===== src/rtl/pipeline_pkg.sv =====
// Shared types and constants for the 5-stage pipeline control blocks.
// Holds the hazard sequencer state encoding and the EX-stage HALT decode.
package pipeline_pkg;

    typedef enum logic [1:0] {
        RUN    = 2'b00,
        DRAIN  = 2'b01,
        HALTED = 2'b10
    } seq_state_t;

    localparam int REG_IDX_W = 5;

    localparam logic [1:0] ALUOP_BRANCH = 2'b01;
    localparam logic [2:0] F3_HALT      = 3'b010;

    // HALT rides on the branch ALUOp with an otherwise unused funct3
    function automatic logic is_halt(input logic [1:0] aluop, input logic [2:0] funct3);
        return (aluop == ALUOP_BRANCH) && (funct3 == F3_HALT);
    endfunction

endpackage


===== src/rtl/sat_counter.sv =====
// Saturating event counter with asynchronous clear; sticks at all-ones.
module sat_counter #(
    parameter int W = 32
) (
    input  logic         clk,
    input  logic         rst_n,
    input  logic         inc,
    output logic [W-1:0] count
);

    // Count up on inc until every bit is set, then hold
    always_ff @(posedge clk or negedge rst_n) begin
        if (!rst_n) begin
            count <= {W{1'b0}};
        end else if (inc && (count != {W{1'b1}})) begin
            count <= count + W'(1);
        end
    end

endmodule


===== src/rtl/pipeline_hazard_sequencer.sv =====
// Stall/flush/halt sequencer for the IF/ID/EX/MEM/WB pipeline: load-use bubbles,
// redirect squashes, HALT drain, and saturating debug counters.
module pipeline_hazard_sequencer
    import pipeline_pkg::*;
#(
    parameter int DRAIN_CYCLES = 2,
    parameter int CNT_W        = 32
) (
    input  logic                 clk,
    input  logic                 rst_n,
    input  logic [REG_IDX_W-1:0] id_rs1,
    input  logic [REG_IDX_W-1:0] id_rs2,
    input  logic                 id_use_rs1,
    input  logic                 id_use_rs2,
    input  logic                 ex_mem_read,
    input  logic [REG_IDX_W-1:0] ex_rd,
    input  logic                 ex_redirect,
    input  logic                 ex_halt,
    output logic                 pc_write,
    output logic                 if_id_write,
    output logic                 if_id_flush,
    output logic                 id_ex_flush,
    output logic                 halted,
    output logic [CNT_W-1:0]     stall_cnt,
    output logic [CNT_W-1:0]     flush_cnt
);

    localparam int DW = (DRAIN_CYCLES > 1) ? $clog2(DRAIN_CYCLES) : 1;

    seq_state_t      state_r;
    seq_state_t      state_nxt_s;
    logic [DW-1:0]   drain_cnt_r;
    logic [DW-1:0]   drain_nxt_s;
    logic            halted_r;
    logic            lu_s;
    logic            stall_inc_s;
    logic            flush_inc_s;

    // State and drain counter registers
    always_ff @(posedge clk or negedge rst_n) begin
        if (!rst_n) begin
            state_r     <= RUN;
            drain_cnt_r <= {DW{1'b0}};
        end else begin
            state_r     <= state_nxt_s;
            drain_cnt_r <= drain_nxt_s;
        end
    end

    // halted follows HALTED one edge later so it only rises once MEM/WB are empty
    always_ff @(posedge clk or negedge rst_n) begin
        if (!rst_n) begin
            halted_r <= 1'b0;
        end else begin
            halted_r <= (state_r == HALTED);
        end
    end

    assign halted = halted_r;

    // Next state and pipeline controls; ex_* are only looked at in RUN so X cannot leak
    always_comb begin
        state_nxt_s = state_r;
        drain_nxt_s = drain_cnt_r;
        pc_write    = 1'b1;
        if_id_write = 1'b1;
        if_id_flush = 1'b0;
        id_ex_flush = 1'b0;
        lu_s        = 1'b0;
        stall_inc_s = 1'b0;
        flush_inc_s = 1'b0;
        case (state_r)
            RUN: begin
                lu_s = ex_mem_read && (ex_rd != {REG_IDX_W{1'b0}}) &&
                       ((id_use_rs1 && (id_rs1 == ex_rd)) ||
                        (id_use_rs2 && (id_rs2 == ex_rd)));
                if (ex_halt) begin
                    pc_write    = 1'b0;
                    if_id_flush = 1'b1;
                    id_ex_flush = 1'b1;
                    drain_nxt_s = DW'(DRAIN_CYCLES - 1);
                    state_nxt_s = DRAIN;
                end else if (ex_redirect) begin
                    if_id_flush = 1'b1;
                    id_ex_flush = 1'b1;
                    flush_inc_s = 1'b1;
                end else if (lu_s) begin
                    pc_write    = 1'b0;
                    if_id_write = 1'b0;
                    id_ex_flush = 1'b1;
                    stall_inc_s = 1'b1;
                end else begin
                    pc_write    = 1'b1;
                    if_id_write = 1'b1;
                end
            end
            DRAIN: begin
                pc_write    = 1'b0;
                if_id_write = 1'b0;
                if_id_flush = 1'b1;
                id_ex_flush = 1'b1;
                if (drain_cnt_r == {DW{1'b0}}) begin
                    state_nxt_s = HALTED;
                end else begin
                    drain_nxt_s = drain_cnt_r - DW'(1);
                end
            end
            HALTED: begin
                pc_write    = 1'b0;
                if_id_write = 1'b0;
                if_id_flush = 1'b1;
                id_ex_flush = 1'b1;
            end
            default: begin
                pc_write    = 1'b0;
                if_id_write = 1'b0;
                if_id_flush = 1'b1;
                id_ex_flush = 1'b1;
                state_nxt_s = RUN;
            end
        endcase
    end

    sat_counter #(.W(CNT_W)) u_stall_cnt (
        .clk   (clk),
        .rst_n (rst_n),
        .inc   (stall_inc_s),
        .count (stall_cnt)
    );

    sat_counter #(.W(CNT_W)) u_flush_cnt (
        .clk   (clk),
        .rst_n (rst_n),
        .inc   (flush_inc_s),
        .count (flush_cnt)
    );

endmodule


===== config.mk =====
export PLATFORM = sky130hd
export DESIGN_NAME = pipeline_hazard_sequencer
export DESIGN_NICKNAME = d
export VERILOG_FILES = /design/src/rtl/pipeline_pkg.sv /design/src/rtl/sat_counter.sv /design/src/rtl/pipeline_hazard_sequencer.sv
export SDC_FILE = /design/constraint.sdc
export NUM_CORES = 1
export LEC_CHECK = 0
export BUFFER_PORTS_ARGS = -buffer_cell sky130_fd_sc_hd__buf_2
export CORE_ASPECT_RATIO = 0.8
export CORE_MARGIN = 3
export CORE_UTILIZATION = 37
export DETAILED_ROUTE_END_ITERATION = 8
export MAX_ROUTING_LAYER = met4
export PLACE_DENSITY = 0.67
export SYNTH_ARGS = -nofsm -noshare
export SYNTH_HDL_FRONTEND = slang
export SYNTH_SLANG_ARGS = --single-unit

===== constraint.sdc =====
create_clock -name clk -period 2.3 [get_ports clk]
set_clock_uncertainty 0.15 [all_clocks]
set_input_delay 0.115 -clock clk [delete_from_list [all_inputs] [get_ports clk]]
set_output_delay 0.115 -clock clk [all_outputs]
set_load 0.005 [all_outputs]

==> results of run 1 <==
## state kept, by name (all words and copies together) (netlist names)
register           flops
drain_cnt_r            1
u_stall_cnt.count     32
halted                 1
u_flush_cnt.count     32
state_r                2
## cell families after synthesis
logic type               share of synthesized area, %
flip-flops                                       50.3
AND/OR/NAND/NOR                                  25.0
XOR/XNOR                                         18.4
multiplexers                                    0.962
adder cells (fa/ha/maj)                         0.740
buffers and inverters                            1.67
AO/OA/AOI/OAI                                    2.89
## cell usage after synthesis
| cell type | count | area share, % |
|---|---|---|
| or4_1 | 1 | 0.22 |
| nand3_1 | 30 | 4.4 |
| or3_1 | 1 | 0.19 |
| a21oi_1 | 2 | 0.30 |
| and2_1 | 1 | 0.19 |
| a211oi_1 | 1 | 0.22 |
| mux2_2 | 2 | 0.67 |
| a21boi_0 | 1 | 0.22 |
| dfrtp_1 | 68 | 50 |
| nor4_1 | 8 | 1.5 |
| a41oi_1 | 2 | 0.52 |
| and3_1 | 12 | 2.2 |
| ha_1 | 2 | 0.74 |
| buf_6 | 1 | 0.33 |
| nor4_4 | 2 | 1.3 |
| xor2_1 | 31 | 8.0 |
| inv_2 | 1 | 0.11 |
| o211ai_1 | 1 | 0.22 |
| a2111o_1 | 1 | 0.33 |
| xnor2_1 | 40 | 10 |
| nor4_2 | 3 | 1.1 |
| nor2b_1 | 1 | 0.19 |
| nor3b_1 | 2 | 0.44 |
| nand4_1 | 17 | 3.1 |
| nor3_1 | 12 | 1.8 |
| and4_1 | 7 | 1.8 |
| nand2_1 | 26 | 2.9 |
| nand3b_1 | 1 | 0.22 |
| mux2i_1 | 1 | 0.30 |
| inv_1 | 7 | 0.78 |
| o21ai_0 | 1 | 0.15 |
| o211ai_2 | 1 | 0.37 |
| or2_2 | 1 | 0.19 |
| nand2b_1 | 1 | 0.19 |
| nor2_1 | 23 | 2.6 |
| a211oi_2 | 1 | 0.37 |
| clkbuf_1 | 4 | 0.44 |
| o22ai_1 | 1 | 0.19 |
| nor4b_1 | 2 | 0.52 |
## worst min-delay path by stage
| stage | to | slack [ps] | cells after the start |
|---|---|---|---|
| global placement | u_flush_cnt.count[20] | 20 | 2 |
| detailed placement | u_flush_cnt.count[20] | 20 | 2 |
| CTS | state_r[0] | 3 | 3 |
| global route | state_r[0] | 60 | 3 |
| floorplan | drain_cnt_r | -330 | 0 |
| finish | state_r[0] | 20 | 3 |
## layout by cell type, fill, tap and decap left out, types with 8 or more instances in the layout
cell type,synthesis,layout
and3_1,12,12
buf_2,0,90
buf_4,0,21
clkbuf_16,0,9
dfrtp_1,68,68
nand2_1,26,25
nand3_1,30,30
nand4_1,17,17
nor2_1,23,23
nor4_1,8,8
xnor2_1,40,40
xor2_1,31,31
## area by class of cell
class	instances	area share (%)
inverters	8	0.661
multi-input cells	239	37.1
well taps	112	3.08
clock buffers	12	5.86
clock inverters	4	1.54
repair buffers	114	14.3
flip-flops and latches	68	37.4
diodes	1	0.0551
## per-stage QoR
step                      utilization, %  instances  TNS, ps
final                               52.4        558        0
after global routing                52.4        558    -3.32
after CTS                           51.5        556        0
after detailed placement            47.5        538        0
after global placement              47.5        538        0
after floorplan                        -        320        0
## power by group
| group | leakage [nW] | total (W) | internal [W] | switching (W) |
|---|---|---|---|---|
| Combinational | 1.22 | 0.000413 | 0.000205 | 0.000208 |
| Sequential | 0.916 | 0.00136 | 0.00128 | 0.0000816 |
| Clock | 0.169 | 0.00152 | 0.00103 | 0.000489 |
## timing repair
action / CTS / global route
setup buffers: 1 / 1
endpoints found under the setup margin: 1 / 38
pin swaps: 3 / 2
endpoints found under the hold margin: 68 / 0
hold buffers: 1 / 0
resized for setup: 0 / 13
## tightest hold or removal path, delay by kind of cell
family,cells,cell delay (ps)
AND/OR/NAND/NOR,1,50
buffers and inverters,1,150
multiplexers,1,140
## metal layers
metal / track usage, % / part of all wire (%)
met2: 24.5 / 46
met4: 5.11 / 1.5
met3: 4.46 / 4.8
met5: - / 0
met1: 24.4 / 48
==> tab_implementation.tex, run 1 <==
\begin{tabular}{lr}
\hline
Metric & Value \\
\hline
\multicolumn{2}{l}{\textbf{Status}} \\
Result of the run & completed \\
\multicolumn{2}{l}{\textbf{Clock tree}} \\
Clock tree buffer depth & 2 \\
Clock latency on the worst-skew pair & 320 ps \\
TritonCTS clock tree & built \\
Clk pin slew, worst setup/hold paths & 60 ps \\
Number of levels in the clock H-tree & 3 \\
Sinks on the clock net & 68 \\
Root Buffer Master & clkbuf\_16 \\
Inserted Clock Buffers & 9 \\
\multicolumn{2}{l}{\textbf{Finish}} \\
Proportion of layout cells with a drive suffix above 1 & 33.9\% \\
Nets@finish & about 460 \\
Layout-stage area growth over the synthesis result & 34.4\% \\
Total non-filler cell area in the finished layout & between 4000 and 5000 sq um \\
Multi-input gate area & 1680 sq um \\
Layout filler cell count & 803 \\
Flip-flop and latch area & 1700 sq um \\
\multicolumn{2}{l}{\textbf{Global routing}} \\
Via count of the first global-routing pass & 2770 \\
Pin count of the biggest net entering global routing & a little under 70 \\
Global route overflow & 0 \\
GRT Util Overall & 17.3\% \\
Antenna violations before repair & 1 \\
Global-route wire length before repair & 14000 um \\
\multicolumn{2}{l}{\textbf{Detailed routing}} \\
Total routed wirelength & 8360 um \\
First-iteration detailed-routing DRC count & 96 \\
Detail-routed via count per cell & 5.08 \\
Detailed-route DRC error count & 0 \\
Final ANT Viol Nets & 0 \\
Total number of vias & $\sim$2800 \\
Routed length per instance & 15.0 um \\
Drt first pass iters & 4 \\
\multicolumn{2}{l}{\textbf{Setup path}} \\
Capturing point of the worst reg2reg path & u\_stall\_cnt.count[27] \\
Depth of the most critical reg-to-reg path & 6 \\
CP max FO & 7 \\
Setup slack of the most critical reg-to-reg path & about 110 ps \\
Delay-heaviest family, CP & simple AND/OR/NAND/NOR gates \\
Critical Path End Type & register \\
Critical path, cell by cell & nor4\_4, inv\_2, or3\_1, a2111o\_2, nor4\_2, xnor2\_1 \\
Worst path bufs/invs & 1 \\
End point of the critical path & u\_stall\_cnt.count[27] \\
Startpoint of the worst-slack reg-to-reg timing path & state\_r[1] \\
Required time reported for the critical path endpoint & 2390 ps \\
Kind of launch point of the worst setup path & register \\
Critical path's slowest cell & a2111o\_2 \\
Worst setup path category & reg -> reg \\
CP Data Arrival Time & 2280 ps \\
Cell count along the critical path & 6 \\
Worst path max stage delay & about 480 ps \\
Critical path startpoint & state\_r[1] \\
\multicolumn{2}{l}{\textbf{Power}} \\
IR Drop Worst-Case VDD & about 0.46 mV \\
Lkg Pwr & 2.31 nW \\
Cell Pwr Density & 725 nW/um\^{}2 \\
Total power of the final layout & around 0.0033 W \\
\multicolumn{2}{l}{\textbf{Worst hold path}} \\
Worst min-delay path class & in -> reg \\
Min-delay src & ex\_halt \\
\multicolumn{2}{l}{\textbf{Placed design}} \\
Post-Place Worst Slack & around 15 ps \\
Total half-perimeter wirelength after legalization and detailed placement & 6070 um \\
Number of buffers added on ports & 90 \\
Post-place instance area & 4120 sq um \\
Routability Congestion & 0.917 \\
\multicolumn{2}{l}{\textbf{STA}} \\
Worst-margin pin slew & about 470 ps \\
Tightest slew margin relative to the limit & 68.3\% \\
Final Max Slew Viols & 0 \\
Fmax achieved & 457 MHz \\
Worst setup margin & 113 ps \\
WHS & about 24 ps \\
Minimum clock period & 2190 ps \\
Final period util & 95.1\% \\
Final hold vios & 0 \\
Total setup violations reported at the end of the flow & 0 \\
\multicolumn{2}{l}{\textbf{Synthesis}} \\
Cell area after synthesis & between 3000 and 4000 sq um \\
Distinct cell type count after synthesis & 39 \\
Per-instance average area after synthesis & 10.6 sq um \\
Post-synthesis instance total & 320 \\
Count of warnings emitted by yosys & 0 \\
Synthesis-stage register bit count & 68 \\
Sequential element share of the synthesized area & between 50\% and 60\% \\
Post-synthesis net count & 344 \\
\multicolumn{2}{l}{\textbf{Floorplanning}} \\
Top Ports & 91 \\
Starting density of the core & 39.0\% \\
Area of the die & between 10000 and 15000 sq um \\
Row cnt & 30 \\
Area of the placeable core & 8670 sq um \\
Die Span X & about 110 um \\
Height of the die & 91.5 um \\
\multicolumn{2}{l}{\textbf{Job}} \\
Max\_cap viols & 0 \\
\hline
\end{tabular}
No activity file was read; power rests on OpenSTA's default activity.
==> run 2: changes to the inputs <==
--- a/config.mk
+++ b/config.mk
@@ -5,13 +5,16 @@
 export SDC_FILE = /design/constraint.sdc
 export NUM_CORES = 1
 export LEC_CHECK = 0
+export ABC_AREA = 1
 export BUFFER_PORTS_ARGS = -buffer_cell sky130_fd_sc_hd__buf_2
 export CORE_ASPECT_RATIO = 0.8
 export CORE_MARGIN = 3
 export CORE_UTILIZATION = 37
 export DETAILED_ROUTE_END_ITERATION = 8
 export MAX_ROUTING_LAYER = met4
-export PLACE_DENSITY = 0.67
+export PLACE_DENSITY = 0.65
+export SETUP_SLACK_MARGIN = 0.15
+export SLEW_MARGIN = 20
 export SYNTH_ARGS = -nofsm -noshare
 export SYNTH_HDL_FRONTEND = slang
 export SYNTH_SLANG_ARGS = --single-unit
==> tab_implementation.tex, run 2 <==
\begin{tabular}{lr}
\hline
Metric & Value \\
\hline
\multicolumn{2}{l}{\textbf{Worst hold path}} \\
Worst min-delay path class & in -> reg \\
Min-delay src & ex\_redirect \\
Hold Crit Endpoint & u\_stall\_cnt.count[25] \\
Cell count of the worst hold path & 6 (+3) \\
\multicolumn{2}{l}{\textbf{Clock tree}} \\
Clock latency on the worst-skew pair & 340 ps (+20 ps) \\
Number of levels in the clock H-tree & 3 (unchanged) \\
Sinks on the clock net & 68 (unchanged) \\
Root Buffer Master & clkbuf\_16 \\
Clock tree buffer depth & 2 (unchanged) \\
Inserted Clock Buffers & 9 (unchanged) \\
Clk pin slew, worst setup/hold paths & 60 ps (about the same) \\
TritonCTS clock tree & built \\
\multicolumn{2}{l}{\textbf{Detailed routing}} \\
Final ANT Viol Nets & 0 (unchanged) \\
Total routed wirelength & 12400 um (+48\%) \\
Detailed-route DRC error count & 0 (unchanged) \\
Total number of vias & 4582 (+62\%) \\
Detail-routed via count per cell & 4.93 (-3.0\%) \\
First-iteration detailed-routing DRC count & 453 (+370\%) \\
Routed length per instance & 13.3 um (-11\%) \\
Drt first pass iters & 6 (+2) \\
\multicolumn{2}{l}{\textbf{Finish}} \\
Post-layout util & 50.7\% (-1.7 points) \\
Proportion of layout cells with a drive suffix above 1 & 22.5\% (-11 points) \\
Layout-stage area growth over the synthesis result & 29.9\% \\
Nets@finish & 805 (+73\%) \\
Most common library cell in the layout ignoring fill and taps & nand2\_1 \\
Highest-count cells in the layout ignoring fill and taps & 266 x nand2\_1, 90 x buf\_2, 72 x inv\_1 \\
Registers with the highest flip-flop counts & u\_flush\_cnt.count (32), u\_stall\_cnt.count (32), state\_r (2) \\
Count of antenna diodes in the layout & 0 (-1) \\
\multicolumn{2}{l}{\textbf{Floorplanning}} \\
Die Span X & 127 um (+13\%) \\
Row cnt & 34 (+13\%) \\
Area of the die & 13100 sq um (+27\%) \\
Height of the die & 103 um (+13\%) \\
Top Ports & 91 (unchanged) \\
Area of the placeable core & 11200 sq um (+29\%) \\
Starting density of the core & 39.0\% (about the same) \\
\multicolumn{2}{l}{\textbf{STA}} \\
Tightest slew margin relative to the limit & 57.6\% (-11 points) \\
Final Max Slew Viols & 0 (unchanged) \\
Minimum clock period & 2000 ps (-184 ps) \\
Fmax achieved & 499 MHz (+9.2\%) \\
Final setup TNS & 0 ps (unchanged) \\
Total setup violations reported at the end of the flow & 0 (unchanged) \\
Worst-margin pin slew & 636 ps (+165 ps) \\
Final period util & 87.1\% (-8.0 points) \\
Unrepaired setup endpoints after global routing & no \\
Final hold vios & 0 (unchanged) \\
\multicolumn{2}{l}{\textbf{Setup path}} \\
Most used cell, CP & nor2\_4 \\
Critical path, cell by cell & nor2\_4, inv\_2, or2\_4, nor2\_4, nand3\_2, nor2\_4, buf\_4, nand3\_1, nand2\_1, nand2\_1 \\
Capturing point of the worst reg2reg path & u\_stall\_cnt.count[16] \\
Worst path max stage delay & 400 ps (-80 ps) \\
Critical Path End Type & register \\
Startpoint of the worst-slack reg-to-reg timing path & state\_r[0] \\
Worst setup path category & reg -> reg \\
Setup slack of the most critical reg-to-reg path & 300 ps (+180 ps) \\
CP max FO & 12 (+5) \\
Required time reported for the critical path endpoint & 2380 ps (about the same) \\
Kind of launch point of the worst setup path & register \\
Depth of the most critical reg-to-reg path & 10 (+4) \\
CP Data Arrival Time & 2080 ps (-200 ps) \\
Critical path's slowest cell & dfrtp\_1 \\
\multicolumn{2}{l}{\textbf{Synthesis}} \\
Post-synthesis instance total & 643 (+100\%) \\
Cell area after synthesis & 4360 sq um (+29\%) \\
Share of Yosys cell area claimed by the top area cell type & 39.0\% (-11 points) \\
Cell accounting for the most synthesized area & dfrtp\_1 \\
Count of warnings emitted by yosys & 0 (unchanged) \\
Synthesis-stage register bit count & 68 (unchanged) \\
Primary FF master, synth & dfrtp\_1 \\
List of most frequent post-synthesis cells & 266 x nand2\_1, 72 x inv\_1, 68 x dfrtp\_1 \\
Most used standard cell by instance count after synthesis & nand2\_1 \\
Post-synthesis net count & 667 (+94\%) \\
Per-instance average area after synthesis & 6.79 sq um (-36\%) \\
Sequential element share of the synthesized area & 39.0\% (-11 points) \\
Share of async-settable or async-resettable flops after synthesis & 100\% (unchanged) \\
Distinct cell type count after synthesis & 25 (-36\%) \\
Ranking of synthesized cells by area & dfrtp\_1 39\%, nand2\_1 23\%, inv\_1 6.2\% \\
Number of synthesized flops with an enable pin & 0 (unchanged) \\
\multicolumn{2}{l}{\textbf{Status}} \\
Result of the run & completed \\
\multicolumn{2}{l}{\textbf{Power}} \\
Fraction of power consumed by sequential logic & 44.2\% (+3.0 points) \\
Share of total power in the clock network & 52.7\% (+6.5 points) \\
Lkg Pwr & 2.91 nW (+26\%) \\
IR Drop Worst-Case VDD & 0.326 mV (-30\%) \\
Switching share of power & 21.6\% (-2.1 points) \\
Logic pwr share & 3.1\% (-9.4 points) \\
Internal power & 0.00213 W (-15\%) \\
Net load switching power & 0.000586 W (-25\%) \\
Total power of the final layout & 0.00271 W (-18\%) \\
Cell Pwr Density & 478 nW/um\^{}2 (-34\%) \\
\multicolumn{2}{l}{\textbf{Global routing}} \\
Global-route wire length before repair & 20100 um (+44\%) \\
Via count of the first global-routing pass & 4151 (+50\%) \\
Pin count of the biggest net entering global routing & 39 (-43\%) \\
GRT Util Overall & 19.6\% (+2.3 points) \\
Global route overflow & 0 (unchanged) \\
Antenna violations before repair & 0 (-1) \\
\multicolumn{2}{l}{\textbf{Placed design}} \\
Total half-perimeter wirelength after legalization and detailed placement & 9420 um (+55\%) \\
Routability Congestion & 0.893 (-2.6\%) \\
Number of buffers added on ports & 90 (unchanged) \\
\multicolumn{2}{l}{\textbf{Job}} \\
Max\_cap viols & 0 (unchanged) \\
\hline
\end{tabular}
-- run 2: cells by family (layout without fill, tap and decap cells) --
kind of cell               after synthesis  count (layout)  share of synthesized area [%]
and+or+nand+nor                        446             447                           44.9
AOI/OAI and AO/OA                       16              16                           1.89
xor gates and xnor gates                26              26                           5.22
DFF                                     68              68                           39.0
adders and majority gates                2               2                          0.573
buffers and inverters                   85             227                           8.46
-- run 2: worst max-delay path, delay by kind of cell, from the launching register on --
family	cells	cell delay [ps]
AND/OR/NAND/NOR	8	1060
flip-flops	1	400
buffers and inverters	2	270
-- run 2: timing repair --
action | in CTS | in global routing
gates resized for setup | 1 | 18
gates cloned | 0 | 1
endpoints found under the setup margin | 17 | 54
hold endpoints to repair | 26 | 0
hold buffers | 2 | 0
buffers inserted | 0 | 5
pin swaps | 0 | 2
-- run 2: final cells by class --
type,count,area [sq um]
Timing Repair Buffer,137,841
Inverter,74,278
Multi-Input combinational cell,491,2360
Clock buffer,13,260
Sequential cell,68,1700
Tap cell,144,180
Clock inverter,3,45.0
Fill cell,1110,5520
-- run 2: routing by layer --
layer | share of wire, % | track usage (%)
met1 | 49 | 28.2
met2 | 43 | 28.1
met3 | 6.3 | 4.04
met4 | 1.4 | 5.11
met5 | 0 | -
-- run 2: how the worst max path moves through the flow --
stage | cells past startpoint | endpoint | startpoint | slack [ps]
3_3_place_gp | 12 | u_stall_cnt.count[16] | u_stall_cnt.count[0] | 30
5_1_grt | 11 | u_flush_cnt.count[1] | u_flush_cnt.count[0] | 120
4_1_cts | 12 | u_stall_cnt.count[16] | u_stall_cnt.count[0] | 180
2_1_floorplan | 12 | u_stall_cnt.count[2] | u_stall_cnt.count[0] | 310
6_report | 10 | u_stall_cnt.count[16] | state_r[0] | 300
3_5_place_dp | 12 | u_stall_cnt.count[16] | u_stall_cnt.count[0] | -40
-- run 2: stage by stage --
stage / cells / instance area, sq um / worst slack (ps) / hold slack (ps)
after detailed placement: 906 / 5230 / -35.2 / 17.0
after global placement: 906 / 5230 / 29.7 / 11.9
after floorplan: 643 / 4360 / 311 / -331
after global routing: 930 / 5670 / 123 / 194
after CTS: 924 / 5560 / 180 / 141
final: 930 / 5670 / 296 / 161
-- run 2: power by group through the flow --
stage	combinational, W	clock [W]	sequential, W
detailed placement	0.0000834	0	0.00122
global route	0.0000987	0.00150	0.00120
finish	0.0000841	0.00143	0.00120
floorplan	0.0000261	0	0.00122
global placement	0.0000806	0	0.00122
CTS	0.0000864	0.00146	0.00120
